## config.mk

```make
export PLATFORM = sky130hd
export DESIGN_NAME = rv32imc_1p_wb_ctrl
export DESIGN_NICKNAME = d
export VERILOG_FILES = /design/src/rtl/rv32imc_1p_wb_ctrl.sv
export SDC_FILE = /design/constraint.sdc
export NUM_CORES = 1
export LEC_CHECK = 0
export CAP_MARGIN = 20
export CORE_ASPECT_RATIO = 0.7
export CORE_UTILIZATION = 40
export DETAILED_ROUTE_END_ITERATION = 16
export HOLD_SLACK_MARGIN = 0.02
export PLACE_DENSITY = 0.76
export REMOVE_ABC_BUFFERS = 1
export SYNTH_ARGS = -nofsm -noshare
export SYNTH_HDL_FRONTEND = slang
export SYNTH_SLANG_ARGS = --single-unit
```

## constraint.sdc

```tcl
create_clock -name clk -period 3.2 [get_ports clk]
set_input_delay 0.64 -clock clk [delete_from_list [all_inputs] [get_ports clk]]
set_output_delay 0.64 -clock clk [all_outputs]
set_load 0.02 [all_outputs]
```

## src/rtl/rv32imc_1p_wb_ctrl.sv

```systemverilog
// Write-back controller for the single register-file write port.
// Merges ALU, load and MUL/DIV results into one registered write per cycle
// and keeps a scoreboard of destinations still waiting on LD/MD results,
// raising a decode stall on RAW/WAW hazards against them.
module rv32imc_1p_wb_ctrl #(
  parameter int XLEN       = 32,
  parameter int AW         = 5,
  parameter int NREG       = 32,
  parameter int STARVE_MAX = 4
) (
  input  logic            clk,
  input  logic            reset_n,
  // single-cycle ALU result (never back-pressured)
  input  logic            alu_wr,
  input  logic [AW-1:0]   alu_rd,
  input  logic [XLEN-1:0] alu_dat,
  // load return
  input  logic            ld_valid,
  output logic            ld_ready,
  input  logic [AW-1:0]   ld_rd,
  input  logic [XLEN-1:0] ld_dat,
  // multi-cycle MUL/DIV result
  input  logic            md_valid,
  output logic            md_ready,
  input  logic [AW-1:0]   md_rd,
  input  logic [XLEN-1:0] md_dat,
  // long-latency issue (marks destination pending)
  input  logic            iss_long,
  input  logic [AW-1:0]   iss_rd,
  // decode hazard query
  input  logic [AW-1:0]   dec_rs1,
  input  logic [AW-1:0]   dec_rs2,
  input  logic [AW-1:0]   dec_rd,
  input  logic            dec_wr,
  output logic            stall,
  // register-file write port
  output logic            c_rf_write,
  output logic [AW-1:0]   rd_addr,
  output logic [XLEN-1:0] rd_dati
);

  localparam int CW = $clog2(STARVE_MAX + 1);

  logic [CW-1:0]   starve_q, starve_d;
  logic            c_rf_write_q, c_rf_write_d;
  logic            long_wr_q, long_wr_d;
  logic [AW-1:0]   rd_addr_q, rd_addr_d;
  logic [XLEN-1:0] rd_dati_q, rd_dati_d;
  logic [NREG-1:0] pending_q, pending_d;

  logic            starve_sat;
  logic            alu_go, ld_go, md_go, any_go;
  logic [AW-1:0]   win_rd;
  logic [XLEN-1:0] win_dat;
  logic            clr_en;

  // MD has waited long enough to pre-empt LD (it still yields to ALU)
  assign starve_sat = (starve_q == CW'(STARVE_MAX));

  // Grant: ALU > LD > MD, except a starved MD beats LD. Each ready only
  // looks at the other sources, never at its own rd/dat.
  always_comb begin
    ld_ready = !alu_wr && !(md_valid && starve_sat);
    md_ready = !alu_wr && (!ld_valid || starve_sat);
  end

  assign alu_go = alu_wr;
  assign ld_go  = ld_valid && ld_ready;
  assign md_go  = md_valid && md_ready;
  assign any_go = alu_go || ld_go || md_go;

  // Select the winning source's destination and data
  always_comb begin
    win_rd  = '0;
    win_dat = '0;
    if (alu_go) begin
      win_rd  = alu_rd;
      win_dat = alu_dat;
    end else if (ld_go) begin
      win_rd  = ld_rd;
      win_dat = ld_dat;
    end else if (md_go) begin
      win_rd  = md_rd;
      win_dat = md_dat;
    end
  end

  // Starve counter: counts MD hold-offs, saturates, clears on accept or idle
  always_comb begin
    starve_d = '0;
    if (md_valid && !md_ready) begin
      starve_d = starve_sat ? starve_q : starve_q + CW'(1);
    end
  end

  // Next write-port state; x0 writes complete the handshake but are dropped
  always_comb begin
    c_rf_write_d = any_go && (win_rd != '0);
    long_wr_d    = c_rf_write_d && !alu_go;
    rd_addr_d    = rd_addr_q;
    rd_dati_d    = rd_dati_q;
    if (c_rf_write_d) begin
      rd_addr_d = win_rd;
      rd_dati_d = win_dat;
    end
  end

  // A committed LD/MD write retires its scoreboard entry
  assign clr_en = c_rf_write_q && long_wr_q;

  // Scoreboard next state: clear on LD/MD commit, set on issue (set wins)
  always_comb begin
    pending_d = pending_q;
    for (int i = 1; i < NREG; i++) begin
      if (clr_en && (rd_addr_q == AW'(i))) pending_d[i] = 1'b0;
      if (iss_long && (iss_rd == AW'(i)))  pending_d[i] = 1'b1;
    end
    pending_d[0] = 1'b0;
  end

  // State registers; reset drops any in-flight write and the scoreboard
  always_ff @(posedge clk or negedge reset_n) begin
    if (!reset_n) begin
      starve_q     <= '0;
      c_rf_write_q <= 1'b0;
      long_wr_q    <= 1'b0;
      rd_addr_q    <= '0;
      rd_dati_q    <= '0;
      pending_q    <= '0;
    end else begin
      starve_q     <= starve_d;
      c_rf_write_q <= c_rf_write_d;
      long_wr_q    <= long_wr_d;
      rd_addr_q    <= rd_addr_d;
      rd_dati_q    <= rd_dati_d;
      pending_q    <= pending_d;
    end
  end

  // Decode hazard: RAW on either source, WAW on the destination
  always_comb begin
    stall = pending_q[dec_rs1] | pending_q[dec_rs2] | (dec_wr & pending_q[dec_rd]);
  end

  assign c_rf_write = c_rf_write_q;
  assign rd_addr    = rd_addr_q;
  assign rd_dati    = rd_dati_q;

  // Decode must hold a long op whose rd is still pending (unless it retires this edge)
  a_no_waw_issue : assert property (@(posedge clk) disable iff (!reset_n)
    (iss_long && (iss_rd != '0)) |->
      (!pending_q[iss_rd] || (clr_en && (rd_addr_q == iss_rd))));

  // Two long results can never target the same register at once
  a_no_ld_md_same_rd : assert property (@(posedge clk) disable iff (!reset_n)
    (ld_valid && md_valid && (ld_rd != '0)) |-> (ld_rd != md_rd));

endmodule

```

* Word-level counts from Yosys, hierarchy flattened *
Cells that the tools add are included.

word-level totals
  flip-flop bits (word level) = 73
  bits of input ports = 138
  logic and storage cells = 293

operators by class
  mux-type cells = 76
  order comparisons = 3
  bitwise gates (word level) = 3
  eq/ne operators = 64
  reduce and logical (&&, ||, !) cells = 110
  add/subtract/negate cells = 1

operators with widths
  kind                   count
  $eq A5 B5 Y1 const B   32
  $mux W32               3
  $eq A5 B4 Y1 const B   16
  $logic_and A1 B1 Y1    71
  $mux W1                65
  $reduce_bool A2 Y1     31
  $eq A5 B3 Y1 const B   8
  $eq A5 B2 Y1 const B   4
  $lt A5 B6 Y1 const B   3
  $bmux W1 S5            3
  $mux W5                3
  $eq A5 B1 Y1 const B   2
  $mux W3                2
  $reduce_bool A5 Y1     1
  $logic_not A1 Y1       4
  $add A3 B1 Y3 const B  1
  $eq A3 B3 Y1 const B   1
  $logic_or A1 B1 Y1     3
  $ne A2 B2 Y1 const B   1
  $or A1 B1 Y1           2
  $and A1 B1 Y1          1

* Longest topological paths before layout *
Gate-level depths: netlist of the first run.

  word-level depth = 10
  gate-level depth with buffers = 10
  gate-level depth less buffers = 8

* Worst setup path before layout of the first run *
No wires, ideal clock.

  kind = in2out
  start point = input port dec_rs1[2]
  end point = output port stall
  stages = 6
  data required time = 2.560 ns
  slack = 0.215 ns
  data arrival time = 2.345 ns
  cell sequence = clkbuf_1 -> mux4_2 -> mux2_2 -> or3_1 -> nand3_1 -> nand3_1

on the way
  word-level cells in the longest chain between the ends = 4

ends and longest elaborated chain
  what                           RTL line  source
  from (decl)                    31        input logic [AW-1:0] dec_rs1,
  $bmux W1 S5                    142       stall = pending_q[dec_rs1] | pending_q[dec_rs2] | (dec_wr & pending_q[dec_rd]);
  $mux W1 (implied by the code)  142
  $or A1 B1 Y1 (2 in series)     142
  to (decl)                      35        output logic stall,

No other way between the ends. The select of a mux whose other input is x is not followed.

* Worst setup path in the final report of the first run *
  start point = input port dec_rs2[1]
  end point = output port stall

on the way
  word-level cells in the longest chain between the ends = 4

ends and longest elaborated chain
  what                           RTL line  source
  from (decl)                    32        input logic [AW-1:0] dec_rs2,
  $bmux W1 S5                    142
  $mux W1 (implied by the code)  142
  $or A1 B1 Y1 (2 in series)     142

No other way between the ends. The select of a mux whose other input is x is not followed.

==> results.yml, run 1 <==
power:
  vdd_drop_max_mv: 0.3213
  power.density_nw_per_um2: 519.4
  total_power_mw: 3.440
  power.leakage_nw: 2.618
timing:
  period_minus_slack_ns: 3.045
  finalMaxSlewViolations: 0
  fin_ws_ns: 0.1547
  setup_violations: 0
  fin_skew_ns: 0.01147
  hold_viol: 0
  rsz0062_at_grt: "no"
  slew_headroom: 0.5313
  max_freq_ghz: 0.3284
  hold-worst-slack_ns: 0.3163
  finalCritPeriodShare: 0.9517
  worst_pin_slew_ns: 0.7031
drt:
  vias: 4244
  postRouteWirelength_mm: 14.57
  vias_per_cell: 5.886
  route.detailed.drc: 0
  wl_per_cell_um: 20.21
  drt_pre_antenna_iters: 10
  ant_nets: 0
  drt_iter0_drc: 581
cells_and_area:
  fin_util: 0.6420
  synthToLayoutAreaGrowth_pct: 56.03
  fin_nets: 726
  final_cells: 721
  antenna_cells: 0
  layout-drive-gt1-share: 0.1256
  nFillCells: 840
die:
  rows: 31
  start_util: 0.4115
  dieArea_um2: 11040
  core_area_um2: 10320
  die-width_um: 125.1
  die_h_um: 88.20
  ios: 179
placement:
  port_buffers: 178
  dp_hpwl_mm: 11.52
  dp_slack_ns: -0.4717
  dp_cells: 705
  place_congestion: 0.9330
grt:
  grt_first_pass_wirelength_mm: 22.91
  antenna_found_initial: 0
  grt_usage: 0.2743
  grt_pass1_vias: 4186
  grt_max_degree: 50
  globalRouteOverflowTotal: 0
hold_path:
  hold_path.class: "primary input to async pin"
worst_setup_path:
  rrSetupSlack_ns: 0.51
  required_ns: 2.56
  rr_endpoint: "rd_dati[4]"
  path_cells: "clkdlybuf4s50_1 > buf_6 > mux4_2 > mux2i_1 > mux4_2 > nand3_1 > buf_2"
  endpoint: "stall"
  crit_top_cell: "mux4_2"
  crit_fanout: 8
  reg2reg_from: "starve_q[0]"
  cp_slowest_stage_delay_ns: 0.50
  crit_slowest_cell: "mux4_2"
  critPathArrivalTime_ns: 2.41
  critical_path.top_delay_family: "multiplexers"
  start_kind: "primary input"
  end_kind: "primary output"
  reg2regPathDepth: 9
  cp_num_cells: 7
  startpoint: "dec_rs2[1]"
  critPathBufInv: 3
  path_class: "primary input to primary output"
synth:
  synthesis.area_um2: 4245
  synth_cell_type_count: 43
  yosys_warnings: 0
  synth_top_flop_cell: "dfrtp_1"
  async_reset_ff_frac: 1.000
  synth_edf_count: 0
  synthCells: 391
  ys_seq_elements: 73
  yosysSeqAreaShare: 0.4303
  synth.avg_cell_area_um2: 10.86
clock_network:
  clkSinkCount: 73
  cts_tree: "built"
  htree_levels: 3
  clk_pin_slew_ns: 0.05
  cts_buffers: 9
  clk_latency_ns: 0.33
  clk_path_buf_depth: 2
  clockRootBuffer: "clkbuf_16"
  hold_buffers: 0
flow_run:
  cap_violations: 0
status:
  status: "finished, final reports clean"
-- synth_stat cells (5+ instances only) --
cell type,instances,area share
clkbuf_1,16,0.014
a222oi_1,32,0.075
nand2_1,17,0.015
mux4_2,22,0.12
nor2_1,13,0.011
o21ai_0,65,0.077
dfrtp_1,73,0.43
nor2b_1,5,0.0074
inv_1,39,0.034
mux2i_1,41,0.097
nand3_1,10,0.012
a21o_1,5,0.0088
-- power breakdown --
group          internal, mW  switching (mW)
clock network         0.558           0.365
logic                 0.647           0.489
registers              1.13           0.251
total                  2.33            1.11
-- how the worst min path moves through the flow --
stage                    endpoint  cells past startpoint
floorplan              c_rf_write                      0
global placement      rd_dati[13]                      2
detailed placement     rd_dati[8]                      2
CTS                 pending_q[28]                      1
global route        pending_q[28]                      1
finish              pending_q[21]                      1
-- registers in the layout, indices dropped and copies added (netlist names) --
signal and flops:
rd_dati 32, starve_q 3, pending_q 31, long_wr_q 1, c_rf_write 1, rd_addr 5
-- layout make-up --
type	instances	area, µm²	area share
multi-input combinational	255	2165	0.3268
timing repair buffer	208	2049	0.3094
sequential	73	1827	0.2758
clock buffer	12	256.5	0.03872
tap	132	165.2	0.02493
inverter	39	146.4	0.02210
clock inverter	2	15.01	0.002267
-- layout by cell type (no fill, tap or decap), drive strengths merged, types with 3 or more instances in the layout --
master	Yosys	final
mux2i	41	41
a21o	5	5
nor2	13	13
clkbuf	16	12
mux4	22	22
dfrtp	73	73
nand3	10	10
a21oi	4	4
nand2b	4	4
buf	8	32
and2	4	4
dlygate4sd2	0	3
o21ai	65	65
a222oi	32	32
a221o	4	4
inv	39	39
nor2b	5	5
clkdlybuf4s50	0	172
nand2	17	17
-- metal layers --
layer | track usage | vias to the layer above | part of all wire
li1 | - | 1886 | -
met1 | 0.3652 | 2129 | 0.43
met2 | 0.4352 | 206 | 0.45
met3 | 0.09224 | 23 | 0.10
met4 | 0.06763 | 0 | 0.016
met5 | 0 | - | 0
-- worst register-to-register path, delay by kind of cell, from the launching register on --
family	cells	cell delay [ns]
simple gates	3	0.78
compound gates	2	0.70
flops	1	0.38
fa+ha+maj	1	0.29
buf+inv	2	0.25
mux	1	0.22
-- per-stage QoR --
stage	setup TNS, ns	instance area, µm²
floorplan	-10.07	4119
global route	0	6624
CTS	0	6613
detailed placement	-0.4717	6340
finish	0	6624
global placement	-0.4346	6340
-- what timing repair did --
action	in CTS	in global routing
gates cloned	0	0
gates resized for setup	7	3
buffers inserted	0	2
setup endpoints to repair	1	1
-- cell families (layout without fill, tap and decap cells) --
family / count (synthesis) / in the layout / synth area share
adders and majority gates: 2 / 2 / 0.005894
DFF: 73 / 73 / 0.4303
and+or+nand+nor: 69 / 69 / 0.08665
muxes: 65 / 65 / 0.2187
AOI/OAI and AO/OA: 118 / 118 / 0.1922
xor gates and xnor gates: 1 / 1 / 0.002063
buffers and inverters: 63 / 261 / 0.06425
No activity file was read; power rests on OpenSTA's default activity.
==> inputs of run 2 (changes only) <==
Settings changed: CTS_CLUSTER_SIZE set to 20.
==> results of run 2 <==
No change in the layout: final DEF, timing and power equal those of run 1.
==> inputs of run 3 (changes only) <==
Settings changed: CORE_MARGIN set to 10, CORE_UTILIZATION 40 to 39, PLACE_DENSITY 0.76 to 0.77.
Clock period 3.2 ns to 2.5 ns, I/O delays scaled along.
==> run 3 against run 2 <==
Net effect:
- the flow now finishes with violations (setup timing)
- utilization grew 3.6 points
- cell area rose by 7.2%
- worst setup slack got worse by 0.23 ns
- register-to-register slack worse by 0.49 ns
- largest power group unchanged
- critical path type is now flop to primary output
- sequential share of layout area down 1.9 points
- die area is 41% higher
- sequential power rose by 25%
- highest routed layer unchanged
- via count rose by 5.7%
- non-clock buffer count is 40 higher
- combinational power increased by 43%
==> results.yml, run 3 (same netlist as run 1, synthesis figures left out) <==
status:
  status: "finished with violations"
  violations: "setup timing"
worst_setup_path:
  cp_slowest_stage_delay_ns: 0.45
  reg2reg_from: "starve_q[0]"
  crit_top_cell: "nand3_2"
  crit_fanout: 2
  start_kind: "flop"
  cp_num_cells: 6
  path_class: "flop to primary output"
  critical_path.top_delay_family: "multiplexers"
  path_cells: "mux4_2 > mux2_2 > or3_4 > nand3_2 > nand3_2 > buf_6"
  reg2regPathDepth: 11
  crit_slowest_cell: "mux4_2"
  critPathArrivalTime_ns: 2.08
  rrSetupSlack_ns: 0.02
  critPathBufInv: 1
  end_kind: "primary output"
  startpoint: "pending_q[20]"
  endpoint: "stall"
  rr_endpoint: "rd_dati[30]"
  required_ns: 2.00
clock_network:
  clk_path_buf_depth: 2
  cts_tree: "built"
  htree_levels: 3
  clockRootBuffer: "clkbuf_16"
  cts_buffers: 9
  clkSinkCount: 73
  clk_latency_ns: 0.33
  clk_pin_slew_ns: 0.06
placement:
  place_congestion: 0.8795
  dp_cells: 724
  dp_hpwl_mm: 13.12
  port_buffers: 178
grt:
  globalRouteOverflowTotal: 0
  grt_first_pass_wirelength_mm: 26.52
  grt_usage: 0.2212
  grt_pass1_vias: 4725
  antenna_found_initial: 0
  met2_usage: 0.3723
  grt_max_degree: 62
  top_usage_layer: "met2"
  grt_use_met3: 0.06966
  met1_usage: 0.2733
cells_and_area:
  fin_util: 0.6783
  synthToLayoutAreaGrowth_pct: 67.31
  final_cell_mix: "clkdlybuf4s50_1 (162), dfrtp_1 (73), o21ai_0 (63)"
  largest_register_ffs: 32
  layout_commonest_cell: "clkdlybuf4s50_1"
  fin_nets: 766
  nFillCells: 805
  final_cells: 763
  antenna_cells: 0
  layout-drive-gt1-share: 0.2013
timing:
  setup_violations: 1
  fin_skew_ns: 0.005793
  finalCritPeriodShare: 1.032
  max_freq_ghz: 0.3876
  rsz0062_at_grt: "yes"
  worst_pin_slew_ns: 0.4697
  period_minus_slack_ns: 2.580
  fin_ws_ns: -0.07980
  finalMaxSlewViolations: 0
  hold_viol: 0
  slew_headroom: 0.6869
die:
  die_h_um: 107.3
  rows: 31
  core_area_um2: 10470
  ios: 179
  start_util: 0.4054
  die-width_um: 144.7
  dieArea_um2: 15520
drt:
  drt_iter0_drc: 544
  vias: 4488
  vias_per_cell: 5.882
  ant_nets: 0
  wl_per_cell_um: 22.47
  drt_pre_antenna_iters: 9
  postRouteWirelength_mm: 17.15
  route.detailed.drc: 0
power:
  power.density_nw_per_um2: 642.6
  total_power_mw: 4.564
  vdd_drop_max_mv: 0.3847
  power.leakage_nw: 2.897
flow_run:
  cap_violations: 0
hold_path:
  hold_path.class: "primary input to async pin"
[run 3: through the flow]
stage          area [µm²]  hold slack [ns]  worst slack (ns)  setup TNS [ns]
2_1_floorplan        4119           0.2044           -0.9918          -36.23
3_3_place_gp         6495           0.4136           -0.9382          -25.03
3_5_place_dp         6495           0.4097           -0.9443          -25.86
4_1_cts              7086          0.06238           -0.2314         -0.5651
5_1_grt              7103          0.07277           -0.1412          -2.193
6_report             7103          0.06055          -0.07980        -0.07980
[run 3: power by group]
part,internal (mW),leakage [nW],switching [mW]
sequential,1.45,0.840,0.278
clock,0.724,0.131,0.488
combinational,0.938,1.93,0.691
[run 3: cell type report]
cell class,instances,area (µm²),share of cell area
tap,132,165.2,0.02325
multi-input combinational,255,2222,0.3128
clock inverter,4,27.53,0.003875
inverter,39,146.4,0.02061
timing repair buffer,248,2459,0.3461
clock buffer,12,256.5,0.03611
sequential,73,1827,0.2572
[run 3: metal layers]
metal / vias to the layer above / part of all wire
li1: 1970 / -
met2: 240 / 0.50
met1: 2250 / 0.38
met4: 0 / 0.017
met3: 28 / 0.10
met5: - / 0
[run 3: how the worst min path moves through the flow]
stage,end,slack [ns]
5_1_grt,rd_dati[13],0.07
3_5_place_dp,rd_dati[13],0.41
3_3_place_gp,rd_dati[13],0.41
6_report,rd_dati[13],0.06
4_1_cts,rd_dati[13],0.06
2_1_floorplan,c_rf_write,0.20
[run 3: worst reg2reg max path, cell delays in order (launching register included)]
cell and delay, ns:
dfrtp_1 0.36, inv_2 0.05, ha_4 0.17, a21boi_4 0.19, nor3b_4 0.07, buf_6 0.13, a221o_1 0.37, nor4_4 0.34
and2b_2 0.25, buf_12 0.15, buf_12 0.13, mux2i_1 0.20
[run 3: what timing repair did]
| action | CTS | global route |
|---|---|---|
| hold buffers | 0 | 0 |
| gates cloned | 3 | 0 |
| pin swaps | 4 | 9 |
| setup endpoints to repair | 41 | 39 |
| gates resized for setup | 44 | 13 |
| buffers inserted | 16 | 7 |
